==> src/rtl/arm_fetch_unit.sv <==
// ----------------------------------------------------------------------------
// arm_fetch_unit
//
// Instruction fetch stage of the ARM core. Holds the PC and fetches one 32-bit
// word per instruction over a level req/ack memory port. The fetched word and
// its decode fields are presented downstream with a valid/ready handshake.
// On the handshake the PC moves to PC+4, or to the word-aligned branch target
// when PCSrc is asserted. An optional ack timeout parks the unit in an error
// state that only reset leaves.
//
// Parameters
//   RESET_PC      PC loaded at reset (bits [1:0] must be 0)
//   MAX_WAIT      ack timeout in cycles, 0 disables the timeout
//
// Ports
//   clk_i         rising-edge clock
//   rst_n_i       asynchronous reset, active low
//   imem_req_o    fetch request, held until ack
//   imem_addr_o   fetch address (the PC)
//   imem_ack_i    read data valid this cycle
//   imem_rdata_i  fetched instruction word
//   inst_valid_o  held instruction and fields are valid
//   inst_ready_i  downstream consumes the instruction this cycle
//   inst_o        held instruction
//   cond_o        inst[31:28]
//   op_o          inst[27:26]
//   funct_o       inst[25:20]
//   pc_plus8_o    PC+8 of the held instruction (R15 read value)
//   PCSrc_i       taken branch, sampled on the handshake only
//   branch_tgt_i  branch target, low two bits ignored
//   fetch_err_o   sticky ack-timeout flag
//
// Optional feature (macro FETCH_PERF_EN)
//   perf_fetched_o  count of handshakes (wraps)
//   perf_stall_o    FETCH cycles without ack plus HOLD cycles without ready
// ----------------------------------------------------------------------------
module arm_fetch_unit #(
    parameter logic [31:0] RESET_PC = 32'h0000_0000,
    parameter int unsigned MAX_WAIT = 0
) (
    input  logic        clk_i,
    input  logic        rst_n_i,
    output logic        imem_req_o,
    output logic [31:0] imem_addr_o,
    input  logic        imem_ack_i,
    input  logic [31:0] imem_rdata_i,
    output logic        inst_valid_o,
    input  logic        inst_ready_i,
    output logic [31:0] inst_o,
    output logic [3:0]  cond_o,
    output logic [1:0]  op_o,
    output logic [5:0]  funct_o,
    output logic [31:0] pc_plus8_o,
    input  logic        PCSrc_i,
    input  logic [31:0] branch_tgt_i,
`ifdef FETCH_PERF_EN
    output logic [31:0] perf_fetched_o,
    output logic [31:0] perf_stall_o,
`endif
    output logic        fetch_err_o
);

    typedef enum logic [1:0] {
        FETCH = 2'd0,
        HOLD  = 2'd1,
        ERR   = 2'd2
    } state_e;

    // Count value at which the next ack-less cycle trips the timeout.
    localparam logic [31:0] WaitLast = (MAX_WAIT == 0) ? 32'd0 : 32'(MAX_WAIT - 1);

    state_e      state_q, state_d;
    logic [31:0] pc_q, pc_d;
    logic [31:0] inst_q, inst_d;
    logic [31:0] waitCnt_q, waitCnt_d;
    logic        reqEn_q;

    logic        handshake;

    assign handshake = (state_q == HOLD) && inst_ready_i;

    // reqEn_q keeps the request low while reset is asserted and until the
    // first clock edge after release, so a late ack from an abandoned fetch
    // cannot be captured.
    always_ff @(posedge clk_i or negedge rst_n_i) begin
        if (!rst_n_i) begin
            state_q   <= FETCH;
            pc_q      <= RESET_PC;
            inst_q    <= '0;
            waitCnt_q <= '0;
            reqEn_q   <= 1'b0;
        end else begin
            state_q   <= state_d;
            pc_q      <= pc_d;
            inst_q    <= inst_d;
            waitCnt_q <= waitCnt_d;
            reqEn_q   <= 1'b1;
        end
    end

    // Next-state logic. ERR has no exits; only reset leaves it.
    always_comb begin
        state_d   = state_q;
        pc_d      = pc_q;
        inst_d    = inst_q;
        waitCnt_d = waitCnt_q;
        case (state_q)
            FETCH: begin
                if (reqEn_q) begin
                    if (imem_ack_i) begin
                        inst_d  = imem_rdata_i;
                        state_d = HOLD;
                    end else if (MAX_WAIT != 0) begin
                        if (waitCnt_q == WaitLast) begin
                            state_d = ERR;
                        end else begin
                            waitCnt_d = waitCnt_q + 32'd1;
                        end
                    end
                end
            end
            HOLD: begin
                if (inst_ready_i) begin
                    pc_d      = PCSrc_i ? (branch_tgt_i & 32'hFFFF_FFFC) : (pc_q + 32'd4);
                    waitCnt_d = '0;
                    state_d   = FETCH;
                end
            end
            ERR: begin
                state_d = ERR;
            end
            default: begin
                state_d = FETCH;
            end
        endcase
    end

    assign imem_req_o   = reqEn_q && (state_q == FETCH);
    assign imem_addr_o  = pc_q;
    assign inst_valid_o = (state_q == HOLD);
    assign inst_o       = inst_q;
    assign cond_o       = inst_q[31:28];
    assign op_o         = inst_q[27:26];
    assign funct_o      = inst_q[25:20];
    assign pc_plus8_o   = pc_q + 32'd8;
    assign fetch_err_o  = (state_q == ERR);

`ifdef FETCH_PERF_EN
    logic [31:0] perfFetched_q;
    logic [31:0] perfStall_q;

    // Free-running, wrapping performance counters.
    always_ff @(posedge clk_i or negedge rst_n_i) begin
        if (!rst_n_i) begin
            perfFetched_q <= '0;
            perfStall_q   <= '0;
        end else begin
            if (handshake) begin
                perfFetched_q <= perfFetched_q + 32'd1;
            end
            if ((imem_req_o && !imem_ack_i) || ((state_q == HOLD) && !inst_ready_i)) begin
                perfStall_q <= perfStall_q + 32'd1;
            end
        end
    end

    assign perf_fetched_o = perfFetched_q;
    assign perf_stall_o   = perfStall_q;
`endif

endmodule

==> config.mk <==
export PLATFORM = sky130hd
export DESIGN_NAME = arm_fetch_unit
export DESIGN_NICKNAME = d
export VERILOG_FILES = /design/src/rtl/arm_fetch_unit.sv
export SDC_FILE = /design/constraint.sdc
export NUM_CORES = 1
export LEC_CHECK = 0
export BUFFER_PORTS_ARGS = -buffer_cell sky130_fd_sc_hd__clkbuf_2
export CAP_MARGIN = 30
export CORE_MARGIN = 8
export CORE_UTILIZATION = 50
export DETAILED_ROUTE_END_ITERATION = 10
export GPL_TIMING_DRIVEN = 0
export PLACE_DENSITY = 0.84
export RECOVER_POWER = 25
export SETUP_SLACK_MARGIN = 0.4
export SLEW_MARGIN = 10
export SYNTH_ARGS = -nofsm -noshare
export SYNTH_HDL_FRONTEND = slang
export SYNTH_SLANG_ARGS = --single-unit
==> constraint.sdc <==
create_clock -name clk_i -period 5.2 [get_ports clk_i]
set_input_delay 0.78 -clock clk_i [delete_from_list [all_inputs] [get_ports clk_i]]
set_output_delay 0.78 -clock clk_i [all_outputs]
set_load 0.005 [all_outputs]
; Word-level counts from Yosys, hierarchy flattened
; Index checks and enable logic that the tools add are counted.
[word_totals]
rom_bits = 0
ram_bits = 0
ff_bits = 67
memories = 0
output_inout_bits = 111
inputBits = 69
latch_bits = 0
word_cells = 21
[op_classes]
n_eq_ne = 5
n_div = 0
reduce_logical = 5
bitwise = 0
add_sub_neg = 2
mux = 5
order_cmp = 0
multipliers = 0
shifts = 0
[ops]
columns = cell, count
row1 = $add 32x3->32 const B, 1
row2 = $add 32x4->32 const B, 1
row3 = $mux 32, 1
row4 = $mux 2, 3
row5 = $pmux 2 s3, 1
row6 = $reduce_and 3->1, 2
row7 = $ne 2x2->1 const B, 2
row8 = $eq 2x1->1 const B, 1
row9 = $eq 2x2->1 const B, 1
row10 = $logic_not 2->1, 1
row11 = $ne 2x1->1 const B, 1
row12 = $reduce_and 2->1, 1
row13 = $logic_and 1x1->1, 1

; Logic depth before layout (Yosys ltp)
[logic_depth]
word_depth = 3
ltp_mapped = 6
mapped_depth_nobuf = 5

; Least setup slack after synthesis
; Ideal clock, no wire load.
[synth_timing]
path_type = register to output
from = register pc_q[9], in the netlist imem_addr_o[9]
to = output pc_plus8_o[25]
t_required_ns = 4.420
path_stages_with_launch = 6
t_arrival_ns = 1.747
n_path_buf = 1
setup_slack_ns = 2.673
cell_sequence = dfrtp_1 > buf_2 > nand3_1 > nor4_1 > nand4_1 > xnor2_1
[synth_between]
elab_chain_len = 1
[synth_rtl]
columns = element, line_no
row1 = start: declaration, 73  ; logic [31:0] pc_q, pc_d;
row2 = start signal: assignment, 94  ; pc_q <= pc_d;
row3 = $add 32x4->32, 145  ; assign pc_plus8_o = pc_q + 32'd8;
row4 = end: declaration, 53  ; output logic [31:0] pc_plus8_o,
; No other way between the ends.

; Final worst setup path
[layout_timing]
from = register pc_q[9], in the netlist imem_addr_o[9]
to = output pc_plus8_o[23]
; The elaborated chain is that of the path after synthesis.

==> metrics.md <==
| Metric | Value |
|---|---|
| Outcome | `finished, violations left` |
| Failing checks | `max-capacitance violations, max-slew violations` |
| Area delta synth->final | `30.52%` |
| Gr usage total | `24.41%` |
| WL final | `13660 um` |
| GPL Wtd Cong | `0.9379` |
| Layout cells sized above 1 | `39.97%` |
| Initial antenna violation count | `0` |
| Slew of the pin with the lowest slew margin | `2.449 ns` |
| Detailed Place HPWL | `10340 um` |
| CTS tree | `built` |
| Grt total ovfl | `0` |
| Reg2reg start | `imem_addr_o[4]` |
| Rows | `32` |
| Warnings from Yosys | `0` |
| H-tree depth | `3` |
| Worst path bufs/invs | `2` |
| Nets@finish | `689` |
| Crit end category | `output port` |
| WP data arrival | `2.83 ns` |
| Top Metal Used | `met4` |
| Clock Sinks | `65` |
| Fmax | `277.4 MHz` |
| Setup TNS | `0 ns` |
| Crit Path Category | `reg2out` |
| Hold Path Class | `reg2reg` |
| CP max stage cell | `nor4_1` |
| Worst hold start | `inst_o[0]` |
| Post-synth EDFFs | `0` |
| Mapped Area | `0.003973 mm^2` |
| Crit path max-delay family | `simple AND/OR/NAND/NOR gates` |
| Die Y | `105.1 um` |
| Cell taking the most area after synthesis | `dfrtp_1` |
| Final Hold Vio Count | `0` |
| CTS Buf Count | `9` |
| Max capacitance violation total | `1` |
| Setup slack, reg-to-reg | `2.64 ns` |
| Final worst-path cycle share | `69.33%` |
| Worst skew pair latency | `0.35 ns` |
| Die width | `105.1 um` |
| Longest Clk Path Bufs | `2` |
| # diodes | `0` |
| Syn_area_per_cell | `9.239 um^2` |
| Initial core utilization | `51.41%` |
| Largest net degree at the start of global routing | `45` |
| Register area share after synthesis | `40.94%` |
| Final setup viols | `0` |
| # fillers | `652` |
| Critical-path cell list | `buf_2, nand3_1, nor4_1, nand4_1, xnor2_1, clkbuf_2` |
| Routed vias/inst | `5.855` |
| Worst r2r path cells | `5` |
| Clock root buffer | `clkbuf_8` |
| Routed Antenna Nets | `0` |
| Hold path depth | `1` |
| Synth top area cells | `dfrtp_1 41%, mux2_2 9.1%, xnor2_1 4.9%, nand3_1 3.8%, buf_4 3.2%` |
| Critical Path Start Type | `register` |
| Synth Flop Type | `dfrtp_1` |
| Slew HR | `-63.27%` |
| Cts repair resizes | `0` |
| Drt drc | `0` |
| Final Power | `1864 uW` |
| Routed wl met2 | `6701 um` |
| Routed len/inst | `18.84 um` |
| Fin. max-slew vios | `45` |
| Crit Reg-Reg Endpoint | `imem_addr_o[29]` |
| Layout Skew | `0.01667 ns` |
| Clock Pin Slew Worst Setup and Hold Paths | `0.08 ns` |
| Crit path required time | `4.42 ns` |
| Crit-path max cell delay | `0.95 ns` |
| VDD IR-drop max | `0.0001688 V` |
| Wl on met1 | `5441 um` |
| Leakage | `0.002437 uW` |
| Drt pass-1 iters | `5` |
| Full die area | `0.01105 mm^2` |
| Postcts setup bufs | `0` |
| Post-synthesis register bit count | `65` |
| Routed wl met3 | `1197 um` |
| Power per cell area | `359.4 mW/mm^2` |
| Input/output buffers | `173` |
| Hold Buf Count CTS | `0` |
| Vias in the first global route | `4323` |
| Post-synth ARST share | `100.0%` |
| Netlist cell types | `53` |
| IO Pins | `180` |
| Cell count after synthesis | `430` |
| Endpoint, Worst Hold | `inst_o[0]` |
| Share of the synthesized area in the top cell type | `40.94%` |
| Hold_ws | `0.5098 ns` |
| Final min period | `3.605 ns` |
| RSZ-0062 raised after global routing | `false` |
| First-pass GRT wire length | `22200 um` |
| Vias | `4245` |
| Area of the core | `0.007727 mm^2` |
| Initial DRC Count | `429` |
| Worst Path Max Fanout | `10` |
-- placed cells by master, fill, tap and decap left out, types with 3 or more instances in the layout --
cell type  count
a311o_1        3
buf_2          7
nand3_1       30
and4_1         4
a211o_1        4
dfrtp_1       65
a2bb2oi_1      4
mux2_2        32
conb_1         5
xor2_1         5
inv_1         14
o21ai_0       19
a21oi_1       14
buf_4         17
clkbuf_2     173
a31oi_1        7
nand4_1       18
and2_1         6
nor3_1        17
xnor2_1       22
clkbuf_1      25
and3_1         9
nor2b_1        3
nor2_1        25
or4_1          4
nor4_1        12
clkbuf_8      10
nand2_1       23
or3_1          3
a311oi_1       7
-- synthesized netlist by cell type (2+ instances only) --
library cell,count
o21ai_0,19
a22oi_1,2
and2_1,6
a2bb2oi_1,4
buf_4,17
nor2_1,25
nor4_1,12
xor2_1,5
inv_1,14
xnor2_1,22
nor3_1,17
nand2_1,23
conb_1,2
nor2b_1,3
mux2_2,32
and3_1,9
nor3_2,2
a21oi_1,14
a31oi_1,7
dfrtp_1,65
ha_1,2
o22ai_1,2
or4_1,4
nand4_1,18
a211o_1,4
and4_1,4
clkbuf_1,22
nand3b_1,2
or3_1,3
a32oi_1,2
a311oi_1,7
nand3_1,30
buf_1,2
buf_2,7
a311o_1,3
-- cell families after synthesis --
logic type	synth area share, %
mux	9.323
fa+ha+maj	0.6298
other cells	0.1890
buf+inv	7.811
flops	40.94
xor+xnor	5.953
compound gates	12.72
simple gates	22.43
-- per-stage QoR --
| stage | cells | cell area, um^2 | setup WS (ns) | utilization [%] |
|---|---|---|---|---|
| after floorplan | 433 | 3984 | 2.673 | - |
| after global placement | 708 | 4977 | 2.069 | 64.41 |
| after detailed placement | 709 | 5007 | 2.039 | 64.80 |
| after CTS | 725 | 5213 | 1.665 | 67.45 |
| after global routing | 725 | 5185 | 0.9634 | 67.10 |
| final | 725 | 5185 | 1.595 | 67.10 |
-- per-layer routing --
layer  vias to the layer above  track usage (%)
met2                       245            39.86
li1                       1929                -
met3                        26            5.897
met4                         0            9.480
met5                         -                0
met1                      2045            30.41
-- state kept, by name, indices dropped and copies added (netlist names) --
register,flops
state_q,2
inst_o,32
reqEn_q,1
imem_addr_o,30
-- report_power, final --
part           switching, uW  total, uW  leakage, uW  internal, uW
Clock                    218        457     0.000100           238
Sequential               120        731     0.000753           612
Combinational            348        676      0.00158           328
-- worst max path at each step --
stage,depth (start not counted),start,end,slack (ns)
after floorplan,5,imem_addr_o[9],pc_plus8_o[25],2.67
after global placement,6,imem_addr_o[9],pc_plus8_o[23],2.07
after detailed placement,6,imem_addr_o[9],pc_plus8_o[23],2.04
after CTS,6,imem_addr_o[9],pc_plus8_o[23],1.66
after global routing,2,rst_n_i,imem_addr_o[7],0.96
final,6,imem_addr_o[9],pc_plus8_o[23],1.59
-- area by class of cell --
class                           count  area [um^2]  share of cell area (%)
Buffer                             49        257.7                   4.971
Inverter                           14        52.55                   1.014
Clock inverter                      5        63.81                   1.231
Multi-Input combinational cell    305         2047                   39.48
Clock buffer                       11        141.4                   2.727
Tap cell                          102        127.6                   2.461
Sequential cell                    65         1627                   31.37
Timing Repair Buffer              174        868.3                   16.75
No activity file was read; power rests on OpenSTA's default activity.
